File: config.mk
export PLATFORM = sky130hd
export DESIGN_NAME = ins_dispatch
export DESIGN_NICKNAME = d
export VERILOG_FILES = /design/src/rtl/ins_dispatch_pkg.sv /design/src/rtl/ins_fifo.sv /design/src/rtl/ins_dispatch.sv
export SDC_FILE = /design/constraint.sdc
export NUM_CORES = 1
export LEC_CHECK = 0
export CAP_MARGIN = 25
export CORE_MARGIN = 1
export CORE_UTILIZATION = 40
export DETAILED_ROUTE_END_ITERATION = 10
export SYNTH_ARGS = -nofsm -noshare
export SYNTH_HDL_FRONTEND = slang
export SYNTH_SLANG_ARGS = --single-unit
File: constraint.sdc
create_clock -name clk -period 6.25 [get_ports clk]
set_input_delay 0.625 -clock clk [delete_from_list [all_inputs] [get_ports clk]]
set_output_delay 0.625 -clock clk [all_outputs]
set_load 0.01 [all_outputs]
File: src/rtl/ins_dispatch_pkg.sv
// ins_dispatch_pkg: shared instruction widths, header layout and engine ids for the dispatcher.
package ins_dispatch_pkg;
    localparam int INST_W = 32;
    localparam int UNIT_ID_W = 3;
    localparam int HDR_WAIT_BIT = INST_W - UNIT_ID_W - 1;
    localparam int HDR_SIGNAL_BIT = INST_W - UNIT_ID_W - 2;
    typedef enum logic [UNIT_ID_W-1:0] {
        UNIT_DDR2PE = 3'd0,
        UNIT_PE     = 3'd1,
        UNIT_PE2DDR = 3'd2
    } unit_e;
    function automatic int bw(input int n);
        return (n > 1) ? $clog2(n) : 1;
    endfunction
endpackage

File: src/rtl/ins_fifo.sv
// ins_fifo: show-ahead circular buffer; the extra pointer MSB separates full from empty.
module ins_fifo import ins_dispatch_pkg::*; #(
    parameter int WIDTH = 32,
    parameter int DEPTH = 4
) (
    input  logic             clk,
    input  logic             rst,
    input  logic             push,
    input  logic [WIDTH-1:0] din,
    input  logic             pop,
    output logic [WIDTH-1:0] head,
    output logic             full,
    output logic             empty,
    output logic             ne_d
);
    localparam int AW = bw(DEPTH);
    logic [WIDTH-1:0] mem_q [DEPTH];
    logic [AW:0] wr_q, wr_d, rd_q, rd_d;
    always_comb begin
        wr_d = wr_q + {{AW{1'b0}}, push};
        rd_d = rd_q + {{AW{1'b0}}, pop};
    end
    always_ff @(posedge clk or negedge rst) begin
        if (!rst) begin
            wr_q <= '0;
            rd_q <= '0;
        end else begin
            wr_q <= wr_d;
            rd_q <= rd_d;
        end
    end
    always_ff @(posedge clk) begin
        if (push) mem_q[wr_q[AW-1:0]] <= din;
    end
    assign head  = mem_q[rd_q[AW-1:0]];
    assign empty = wr_q == rd_q;
    assign full  = (wr_q[AW] != rd_q[AW]) && (wr_q[AW-1:0] == rd_q[AW-1:0]);
    assign ne_d  = wr_d != rd_d;
endmodule

File: src/rtl/ins_dispatch.sv
// ins_dispatch: routes one instruction stream to per-engine FIFOs and orders engines
// around a ring of buffer sets with token counters.
module ins_dispatch #(
    parameter int INST_W     = ins_dispatch_pkg::INST_W,
    parameter int UNIT_NUM   = 3,
    parameter int FIFO_DEPTH = 4,
    parameter int BUF_SETS   = 2
) (
    input  logic                                                   clk,
    input  logic                                                   rst,
    input  logic                                                   ins_valid,
    output logic                                                   ins_ready,
    input  logic [INST_W-1:0]                                      ins,
    output logic [UNIT_NUM-1:0]                                    unit_valid,
    input  logic [UNIT_NUM-1:0]                                    unit_ready,
    output logic [UNIT_NUM-1:0][INST_W-1:0]                        unit_ins,
    input  logic [UNIT_NUM-1:0]                                    unit_done,
    output logic [UNIT_NUM-1:0][ins_dispatch_pkg::bw(BUF_SETS)-1:0] buf_sel,
    output logic                                                   working,
    output logic                                                   err
);
    import ins_dispatch_pkg::*;
    localparam int SW = bw(BUF_SETS);
    localparam int TW = bw(BUF_SETS + 1);
    localparam int WAIT_B = INST_W - UNIT_ID_W - 1;
    localparam int SIG_B = INST_W - UNIT_ID_W - 2;

    logic [UNIT_ID_W-1:0] id;
    logic id_ok;
    logic [UNIT_NUM-1:0] full, empty, ne_d, push, pop, head_wait, done_ok, inc, dec, tok_ovf;
    logic [UNIT_NUM-1:0] busy_q, busy_d, sig_q, sig_d;
    logic [UNIT_NUM-1:0][TW-1:0] tok_q, tok_d;
    logic [UNIT_NUM-1:0][SW-1:0] sel_q, sel_d;
    logic working_q, working_d, err_q, err_d;

    assign id = ins[INST_W-1 -: UNIT_ID_W];
    assign id_ok = int'(id) < UNIT_NUM;

    for (genvar k = 0; k < UNIT_NUM; k++) begin : g_unit
        ins_fifo #(.WIDTH(INST_W), .DEPTH(FIFO_DEPTH)) u_fifo (
            .clk(clk), .rst(rst), .push(push[k]), .din(ins), .pop(pop[k]),
            .head(unit_ins[k]), .full(full[k]), .empty(empty[k]), .ne_d(ne_d[k])
        );
    end

    always_comb begin
        ins_ready = !id_ok;
        for (int k = 0; k < UNIT_NUM; k++) if (int'(id) == k) ins_ready = !full[k];
        for (int k = 0; k < UNIT_NUM; k++) begin
            push[k] = ins_valid & ins_ready & (int'(id) == k);
            head_wait[k] = unit_ins[k][WAIT_B];
            unit_valid[k] = !empty[k] & !busy_q[k] & (!head_wait[k] | (tok_q[k] != '0));
            pop[k] = unit_valid[k] & unit_ready[k];
            done_ok[k] = unit_done[k] & busy_q[k];
            busy_d[k] = pop[k] | (busy_q[k] & !done_ok[k]);
            sig_d[k] = pop[k] ? unit_ins[k][SIG_B] : sig_q[k];
            sel_d[k] = (pop[k] & head_wait[k]) ?
                       ((sel_q[k] == SW'(BUF_SETS - 1)) ? '0 : sel_q[k] + 1'b1) : sel_q[k];
        end
        // a signalling completion on unit k-1 hands one buffer set to unit k
        for (int k = 0; k < UNIT_NUM; k++) begin
            inc[k] = done_ok[(k + UNIT_NUM - 1) % UNIT_NUM] & sig_q[(k + UNIT_NUM - 1) % UNIT_NUM];
            dec[k] = pop[k] & head_wait[k];
            tok_ovf[k] = inc[k] & !dec[k] & (tok_q[k] == TW'(BUF_SETS));
            tok_d[k] = (inc[k] == dec[k] || tok_ovf[k]) ? tok_q[k] :
                       inc[k] ? tok_q[k] + 1'b1 : tok_q[k] - 1'b1;
        end
        err_d = err_q | (ins_valid & ins_ready & !id_ok) | (|(unit_done & ~busy_q)) | (|tok_ovf);
        working_d = (|ne_d) | (|busy_d);
    end

    always_ff @(posedge clk or negedge rst) begin
        if (!rst) begin
            busy_q <= '0;
            sig_q <= '0;
            sel_q <= '0;
            working_q <= 1'b0;
            err_q <= 1'b0;
            for (int k = 0; k < UNIT_NUM; k++) tok_q[k] <= (k == 0) ? TW'(BUF_SETS) : '0;
        end else begin
            busy_q <= busy_d;
            sig_q <= sig_d;
            sel_q <= sel_d;
            working_q <= working_d;
            err_q <= err_d;
            tok_q <= tok_d;
        end
    end

    assign buf_sel = sel_q;
    assign working = working_q;
    assign err = err_q;
endmodule

Yosys cells after proc, flatten, opt, wreduce, memory -nomap -nowiden
Memory sizes are Yosys's and may differ from the RTL's.
Index checks and enable logic that the tools add are counted.
{ "totals": {"memories": 3, "inputBits": 41, "ramBits": 384, "word_cells": 149, "reg_bits": 35} }
{ "mem_list": {"columns": ["name", "depth", "word_bits", "rd", "rd_clocked_by_memory_dff", "write_ports", "line_no", "text"], "rows": [
  ["g_unit[0].u_fifo.mem_q", 4, 32, 1, 0, 1, "ins_fifo.sv:17", "logic [WIDTH-1:0] mem_q [DEPTH];"],
  ["g_unit[1].u_fifo.mem_q", 4, 32, 1, 0, 1, "ins_fifo.sv:17", null],
  ["g_unit[2].u_fifo.mem_q", 4, 32, 1, 0, 1, "ins_fifo.sv:17", null]
]} }
{ "op_classes": {"bitwise_logic": 44, "n_mux": 15, "eq_ne": 20, "n_lt_le_gt_ge": 1, "addsub": 15, "reduce_logical": 33} }
{ "ops": {"columns": ["operator", "n"], "rows": [
  ["1-bit AND", 32],
  ["1-bit logical NOT", 19],
  ["3-bit by 1-bit adder with 3-bit output", 6],
  ["1-bit 2-to-1 mux", 12],
  ["3-bit OR reduction", 4],
  ["1-bit OR", 10],
  ["3-bit equality test", 3],
  ["3-bit inequality test", 3],
  ["2-bit by 1-bit adder with 2-bit output (second input constant)", 3],
  ["2-bit equality test", 3],
  ["2-bit equality test (second input constant)", 3],
  ["2-bit 2-to-1 mux", 3],
  ["2-bit nonzero test", 3],
  ["2-bit by 1-bit subtractor with 2-bit output (second input constant)", 3],
  ["1-bit adder (second input constant)", 3],
  ["3-bit AND", 1],
  ["1-bit equality test", 3],
  ["3-bit by 2-bit equality test with 1-bit output (second input constant)", 1],
  ["3-bit equality test (second input constant)", 1],
  ["1-bit logical AND", 3],
  ["3-bit logical NOT", 1],
  ["1-bit logical OR", 3],
  ["3-bit by 2-bit < comparator with 1-bit output (second input constant)", 1],
  ["1-bit inequality test", 3],
  ["3-bit NOT", 1]
]} }

Longest topological paths before layout
Gate-level depths: netlist of the first run.
{ "depth": {"ltp_word": 12, "depth_mapped": 13, "mapped_depth_nobuf": 12} }

Hierarchy
From an unflattened synthesis of the first run, not the netlist that was laid out.
{ "unflattened": {"cells_unflattened": 680, "area_unflattened_um2": 15967.8} }
{ "by_module_without_submodules": {"columns": ["module", "seq_area_each_um2", "area_each_um2", "n_inst", "cells_each"], "rows": [
  ["ins_fifo", 3993.8, 4987.3, 3, 195],
  ["ins_dispatch", 426.7, 1006.0, 1, 95]
]} }

Least setup slack after synthesis of the first run
Ideal clock, no wire load.
{ "synth_timing": {"path_type": "input to register", "startpoint": "in ins[30]", "endpoint": "mem g_unit[0].u_fifo.mem_q[1][0], enable pin", "stages": 5, "t_arrival_ns": 3.885, "setup_slack_ns": 1.897, "t_required_ns": 5.782, "path_buffers": 0, "path_cell_list": "nor3b_1 -> and4_1 -> nor4b_2 -> nand2_1 -> nor3b_1"} }
{ "synth_between": {"elab_chain_len": 9} }
{ "synth_lines": {"columns": ["element", "line_no", "text"], "rows": [
  ["from (decl)", "ins_dispatch.sv:13", "input logic [INST_W-1:0] ins,"],
  ["3-bit by 2-bit < comparator with 1-bit output", "ins_dispatch.sv:37", "assign id_ok = int'(id) < UNIT_NUM;"],
  ["1-bit logical NOT", "ins_dispatch.sv:47", "ins_ready = !id_ok;"],
  ["1-bit 2-to-1 mux (3 in a row)", "ins_dispatch.sv:48", "for (int k = 0; k < UNIT_NUM; k++) if (int'(id) == k) ins_ready = !full[k];"],
  ["1-bit AND", "ins_dispatch.sv:50", "push[k] = ins_valid & ins_ready & (int'(id) == k);"],
  ["1-bit AND (*)", "ins_dispatch.sv:50", null],
  ["1-bit 2-to-1 mux (*)", "ins_fifo.sv:33", "if (push) mem_q[wr_q[AW-1:0]] <= din;"],
  ["1-bit 2-to-1 mux (not written as such) (*)", "ins_fifo.sv:33", null],
  ["to (decl)", "ins_fifo.sv:17", null]
]} }
Every way passes the cells marked *; elsewhere a longest branch is shown, timed or not.

Worst setup path after layout of the first run
{ "layout_timing": {"startpoint": "in ins[31]", "endpoint": "reg working_q (netlist: working)"} }
{ "layout_between": {"elab_chain_len": 11} }
{ "layout_lines": {"columns": ["element", "line_no", "text"], "rows": [
  ["3-bit by 2-bit < comparator with 1-bit output", "ins_dispatch.sv:37", null],
  ["1-bit logical NOT", "ins_dispatch.sv:47", null],
  ["1-bit 2-to-1 mux (3 in a row)", "ins_dispatch.sv:48", null],
  ["1-bit AND", "ins_dispatch.sv:50", null],
  ["1-bit AND (*)", "ins_dispatch.sv:50", null],
  ["3-bit by 1-bit adder with 3-bit output (*)", "ins_fifo.sv:20", "wr_d = wr_q + {{AW{1'b0}}, push};"],
  ["named net g_unit[0].u_fifo.wr_d[1]", "ins_fifo.sv:18", "logic [AW:0] wr_q, wr_d, rd_q, rd_d;"],
  ["3-bit inequality test (*)", "ins_fifo.sv:38", "assign ne_d = wr_d != rd_d;"],
  ["3-bit OR reduction (*)", "ins_dispatch.sv:69", "working_d = (|ne_d) | (|busy_d);"],
  ["1-bit OR (*)", "ins_dispatch.sv:69", null],
  ["named net working_d", "ins_dispatch.sv:34", "logic working_q, working_d, err_q, err_d;"],
  ["to (signal assigned)", "ins_dispatch.sv:84", "working_q <= working_d;"],
  ["to (decl)", "ins_dispatch.sv:34", null]
]} }
Mark *: on every way through the listed nets, which the timed path passes. The rest lies on a longest branch.
A chain may end at the register's enable or synchronous reset.

==> results.txt, run 1 <==
GRT overflow -> 0
DR vias/cell -> 5.21
global-route wire length before repair -> 51.4 mm
post-layout net count -> 934
Startpoint Class -> input pin
CP Class -> in -> reg
fin crit share -> 65.2%
WP data required -> 6680 ps
clock tree buffer depth -> 3
met3 Resource Use GR -> 3.23%
Slew Viols, Final -> 0
CP endpoint kind -> flip-flop
vias -> 7454
leading post-synthesis cells by cell area -> edfxtp_1 (73%), mux4_2 (14%), dfrtp_1 (5.4%)
Antenna Cells -> 0
synth cell count leaders -> edfxtp_1 (384), mux4_2 (96), dfrtp_1 (34), xor2_1 (22)
Leak -> 6.38 nW
Syn Inst Count -> 689
Synth area leader -> edfxtp_1
core area -> 38800 um^2
TNS Setup -> 0 ps
cts bufs inserted -> 45
actual slew at the worst max-slew pin -> 1000 ps
final hold slack -> 465 ps
total wire length -> 33.8 mm
cts repair resizes -> 0
DRT iter0 DRCs -> 442
# rows -> 72
Fin. Hold Viols -> 0
Buf/Inv on CP -> 2
Slew headroom -> 33.4%
Yosys warnings -> 0
final critical-path required period -> 4070 ps
Synth top area share -> 73.1%
family with the most delay on the worst path -> simple AND/OR/NAND/NOR gates
Max Freq -> 245 MHz
die boundary width -> 201 um
r2r endpoint -> working$_DFF_PN0_
share of cells above drive strength 1 -> 23.0%
Detail Route Antenna Nets -> 0
clock tree from TritonCTS -> yes
Clock Latency Late Sink -> 570 ps
die area -> 40300 um^2
GR Util met2 -> 28.5%
max incr delay on CP -> 740 ps
Chip Height -> 201 um
H-tree levels -> 2
DRC viols -> 0
EDFF count, synth -> 384
layer with the highest usage -> met2
Worst Reg-to-Reg Cells -> 12
register area share after synthesis -> 78.6%
Clk Tree Root Cell -> clkbuf_16
wire per inst -> 23.6 um
max_cap viols -> 0
syn avg cell area -> 22.9 um^2
hold_sp -> sig_q[0]$_DFFE_PN0P_
Initial Util -> 40.7%
Pwr Density -> 439 nW/um^2
post-DP HPWL -> 20.7 mm
Placer Congestion -> 0.771
Max IR drop VDD -> 0.219 mV
share of async-settable or async-resettable flops after synthesis -> 8.35%
RSZ-0062 raised after global routing -> false
number of synthesized register bits -> 419
crit path DAT -> 4500 ps
Clock transition at path regs -> 60 ps
Worst Clk Skew -> 17.8 ps
io pins -> 146
Worst path slowest cell -> clkdlybuf4s50_1
critical-path cell list -> clkdlybuf4s50_1, or3b_2, nor4b_1, nor4b_2, nand2_1, inv_1, ha_1, ha_1, xnor2_1, nand4_1, nor3_1, o2111ai_1, or3_1
drt pass-1 iters -> 4
Synth Flop Type -> edfxtp_1
Placed Cells -> 1350
most frequent cell after synthesis -> edfxtp_1
vias in the first global route -> 8051
Synth cell types -> 45
Sink Count -> 419
post-CTS setup buffer count -> 0
Final setup viols -> 0
worst hold endpoint -> sig_q[0]$_DFFE_PN0P_
overall routing resource usage -> 17.4%
Power, Total -> 8.52 mW
largest net degree at the start of global routing -> 36
status -> completed
Syn Std Cell Area -> 15800 um^2
worst hold stages -> 2
Mapped Nets -> 742
R2R Setup Slk -> 2360 ps
Hold Crit Class -> reg -> reg
final non-filler cell total -> 1432
M1 GR Usage -> 23.5%
reg2reg start -> g_unit[2].u_fifo.rd_q[1]$_DFF_PN0_
critical path fanouts, max -> 17
most used cell, CP -> ha_1
area delta synth->final -> 23.1%
initial antenna violation count -> 1
CTS Hold Buffers Added -> 0
port bufs -> 145
## logic make-up after synthesis
group           after synthesis  synth area share (%)
simple gates                 70                  2.59
mux                         101                  14.0
flops                       419                  78.6
buf+inv                      34                  1.01
compound gates               21                  1.03
fa+ha+maj                    12                 0.951
xor+xnor                     32                  1.78
## layer usage
layer / vias up / part of all wire (%)
li1: 3252 / -
met1: 3981 / 44
met2: 163 / 49
met3: 56 / 3.9
met4: 2 / 2.4
met5: - / 0.024
## cell type report
cell class | instances | area [um^2]
Clock buffer | 57 | 1190
Clock inverter | 23 | 145
Fill cell | 3124 | 19400
Inverter | 8 | 30.0
Multi-Input combinational cell | 236 | 3280
Sequential cell | 419 | 12400
Tap cell | 518 | 648
Timing Repair Buffer | 171 | 1720
## registers in the layout, summed over array words and instances (netlist names), 3 cells and up
| signal | flops |
|---|---|
| g_unit.u_fifo.rd_q | 9 |
| busy_q | 3 |
| tok_q | 6 |
| buf_sel | 3 |
| g_unit.u_fifo.mem_q | 384 |
| g_unit.u_fifo.wr_q | 9 |
| sig_q | 3 |
## per-stage QoR
stage	area, um^2	utilization (%)	setup WS (ps)
finish	19400	50.0	2180
floorplan	15800	-	1900
global placement	18000	46.4	1750
CTS	19400	50.0	2190
global route	19400	50.0	1910
detailed placement	18100	46.5	1600
## layout by cell type, fill, tap and decap left out, types with 4 or more instances in the layout
cell             synthesis  layout
edfxtp_1               384     384
mux4_2                  96      96
dfrtp_1                 34      28
clkbuf_16                0      46
dfrtp_2                  0       6
buf_4                    0      19
clkbuf_1                10      11
and3_1                   4       4
xor2_1                  22      22
nor3_1                  11       8
nor2_1                  11       8
clkinv_1                 0       9
nand2_1                 13      13
clkdlybuf4s50_1          0     145
nand3_1                  4       4
inv_1                    8       8
clkinv_2                 0      10
nor3b_2                  0       6
a31oi_1                  4       4
ha_1                    12      12
xnor2_1                 10      10
## power by group
part           internal (mW)  switching, mW  total (mW)
Sequential              3.25          0.263        3.51
Clock                   1.39           1.04        2.43
Combinational           1.41           1.17        2.58
Total                   6.05           2.48        8.52
## worst max path at each step
| stage | startpoint | endpoint | slack, ps | cells past startpoint |
|---|---|---|---|---|
| 2_1_floorplan | ins[30] | g_unit[0].u_fifo.mem_q[1][0]$_DFFE_PP_ | 1900 | 5 |
| 3_3_place_gp | ins[29] | working$_DFF_PN0_ | 1750 | 13 |
| 3_5_place_dp | ins[31] | working$_DFF_PN0_ | 1600 | 13 |
| 4_1_cts | ins[31] | working$_DFF_PN0_ | 2190 | 13 |
| 5_1_grt | ins[31] | working$_DFF_PN0_ | 1910 | 13 |
| 6_report | ins[31] | working$_DFF_PN0_ | 2180 | 13 |
## tightest hold or removal path: cells and delay by family (launching register included)
family           cells  cell delay (ps)
DFF                  1              330
and+or+nand+nor      2              100
Note: power is estimated with default switching activity, not from simulation.
==> run 2: changes to the inputs <==
==> constraint.sdc (replaced) <==
create_clock -name clk -period 3.5 [get_ports clk]
set_input_delay 0.35 -clock clk [delete_from_list [all_inputs] [get_ports clk]]
set_output_delay 0.35 -clock clk [all_outputs]
set_load 0.01 [all_outputs]
==> results.txt, run 2 (same netlist as run 1, synthesis figures left out) <==
status -> completed (unchanged)
# rows -> 72 (unchanged)
switch share -> 28.7% (was 29.0%)
CTS Hold Buffers Added -> 0 (unchanged)
Slew Viols, Final -> 0 (unchanged)
final critical-path required period -> 3180 ps
cts bufs inserted -> 44 (was 45)
max_cap viols -> 0 (unchanged)
Chip Height -> 201 um (unchanged)
Power, Total -> 15.4 mW (was 8.52 mW)
Clock Latency Late Sink -> 550 ps (was 570 ps)
vias in the first global route -> 7624 (was 8051)
DRC viols -> 0 (unchanged)
family with the most delay on the worst path -> simple AND/OR/NAND/NOR gates (unchanged)
Detail Route Antenna Nets -> 0 (unchanged)
Slew headroom -> 54.1% (was 33.4%)
met3 Resource Use GR -> 3.23% (unchanged)
critical-path cell list -> xor2_1, nor4b_1, buf_4, nor4b_2, nand2_1, inv_1, ha_1, ha_1, xnor2_1, nand4_1, nor3_1, o2111ai_1, or3_1 (was clkdlybuf4s50_1, or3b_2, nor4b_1, nor4b_2, nand2_1, inv_1, ha_1, ha_1, xnor2_1, nand4_1, nor3_1, o2111ai_1, or3_1)
Placer Congestion -> 0.809 (was 0.771)
area delta synth->final -> 24.6% (was 23.1%)
post-layout net count -> 947 (was 934)
Pwr Density -> 785 nW/um^2 (was 439 nW/um^2)
total wire length -> 33.6 mm (was 33.8 mm)
post-DP HPWL -> 20.4 mm (was 20.7 mm)
max incr delay on CP -> 540 ps (was 740 ps)
drt pass-1 iters -> 5 (was 4)
sequential share of power -> 39.3% (was 41.2%)
DR vias/cell -> 5.13 (was 5.21)
Final Core Density -> 50.7% (was 50.0%)
most frequent cells in the layout -> edfxtp_1 (384), clkdlybuf4s50_1 (145), mux4_2 (96) (unchanged)
largest net degree at the start of global routing -> 36 (unchanged)
global-route wire length before repair -> 50.4 mm (was 51.4 mm)
Leak -> 6.50 nW (was 6.38 nW)
TNS Setup -> 0 ps (unchanged)
Worst Clk Skew -> 11.3 ps (was 17.8 ps)
actual slew at the worst max-slew pin -> 688 ps (was 1000 ps)
Max IR drop VDD -> 0.374 mV (was 0.219 mV)
commonest non-fill, non-tap cell in the layout -> edfxtp_1 (unchanged)
final hold slack -> 222 ps (was 465 ps)
Startpoint Class -> flip-flop (was input pin)
DRT iter0 DRCs -> 500 (was 442)
layer with the highest usage -> met2 (unchanged)
fin crit share -> 90.9%
Initial Util -> 40.7% (unchanged)
WP data required -> 3920 ps (was 6680 ps)
most used cell, CP -> ha_1 (unchanged)
Final setup viols -> 0 (unchanged)
cts repair resizes -> 0 (unchanged)
GR Util met2 -> 26.7% (was 28.5%)
number of flip-flops in the largest register -> 384 (unchanged)
Switching Power -> 4.43 mW (was 2.48 mW)
Fin. Hold Viols -> 0 (unchanged)
Clock Power Share -> 28.7% (was 28.5%)
Max Freq -> 314 MHz
io pins -> 146 (unchanged)
GRT overflow -> 0 (unchanged)
CP endpoint kind -> flip-flop (unchanged)
Hold Crit Class -> in -> async (was reg -> reg)
core area -> 38800 um^2 (unchanged)
die boundary width -> 201 um (unchanged)
vias -> 7420 (was 7454)
H-tree levels -> 2 (unchanged)
Worst path slowest cell -> dfrtp_1 (was clkdlybuf4s50_1)
M1 GR Usage -> 24.4% (was 23.5%)
internal power -> 11.0 mW (was 6.05 mW)
share of cells above drive strength 1 -> 23.8% (was 23.0%)
critical path fanouts, max -> 6 (was 17)
clock tree buffer depth -> 3 (unchanged)
Clock transition at path regs -> 60 ps (about the same)
Buf/Inv on CP -> 2 (unchanged)
port bufs -> 145 (unchanged)
post-CTS setup buffer count -> 0 (unchanged)
RSZ-0062 raised after global routing -> false (unchanged)
Clk Tree Root Cell -> clkbuf_16 (unchanged)
CP Class -> reg -> reg (was in -> reg)
die area -> 40300 um^2 (unchanged)
initial antenna violation count -> 1 (unchanged)
wire per inst -> 23.3 um (was 23.6 um)
crit path DAT -> 3600 ps (was 4500 ps)
overall routing resource usage -> 17.1% (was 17.4%)
Sink Count -> 419 (unchanged)
clock tree from TritonCTS -> yes (unchanged)
Comb pwr share -> 32.0% (was 30.3%)
## run 2: cell types whose count changed in the layout (fill, tap and decap cells not counted), moves of 6 or more
cell	change
buf_12	+7
nor3b_4	+6
nor3b_2	-6
buf_4	+11
## run 2: per-stage QoR
stage          cells  setup slack (ps)  area (um^2)
2_1_floorplan    689               302        15800
3_3_place_gp    1366             -95.5        18300
3_5_place_dp    1366              -213        18300
4_1_cts         1445               258        19700
5_1_grt         1445              19.8        19700
6_report        1446               320        19700
## run 2: layer usage
layer,wire [um],vias to the layer above
li1,-,3290
met1,15600,3916
met2,15900,168
met3,1480,46
met4,660,0
met5,0,-
## run 2: final cells by class
type,count,area [um^2]
antenna,1,2.50
clock buffer,58,1180
clock inverter,21,170
fill,3064,19200
inverter,8,30.0
multi-input combinational,236,3340
sequential,419,12400
tap,518,648
timing repair buffer,185,1880
## run 2: final timing paths
| kind | startpoint | to | slack, ps | depth (start not counted) |
|---|---|---|---|---|
| worst min register to register | buf_sel[0]$_DFFE_PN0N_ | buf_sel[0]$_DFFE_PN0N_ | 460 | 1 |
| worst max register to register | g_unit[0].u_fifo.wr_q[1]$_DFF_PN0_ | working$_DFF_PN0_ | 320 | 13 |
| worst min-delay path | rst | buf_sel[1]$_DFFE_PN0N_ | 220 | 2 |
| max in group asynchronous | rst | g_unit[1].u_fifo.rd_q[1]$_DFF_PN0_ | 2910 | 2 |
| min in group clk | buf_sel[0]$_DFFE_PN0N_ | buf_sel[0]$_DFFE_PN0N_ | 460 | 1 |
| worst max-delay path | g_unit[0].u_fifo.wr_q[1]$_DFF_PN0_ | working$_DFF_PN0_ | 320 | 13 |
## run 2: worst reg2reg max path: stages, from the launching register on
cell and delay [ps]:
dfrtp_1 540, xor2_1 260, nor4b_1 80, buf_4 150
nor4b_2 400, nand2_1 150, inv_1 80, ha_1 150
ha_1 240, xnor2_1 190, nand4_1 120, nor3_1 250
o2111ai_1 140, or3_1 320
## run 2: power groups by stage
stage | clock network [mW] | registers (mW) | logic [mW]
floorplan | 0 | 6.09 | 2.77
global placement | 0 | 6.16 | 5.07
detailed placement | 0 | 6.17 | 5.04
CTS | 4.55 | 6.06 | 5.08
global route | 4.73 | 6.10 | 5.29
finish | 4.43 | 6.06 | 4.94
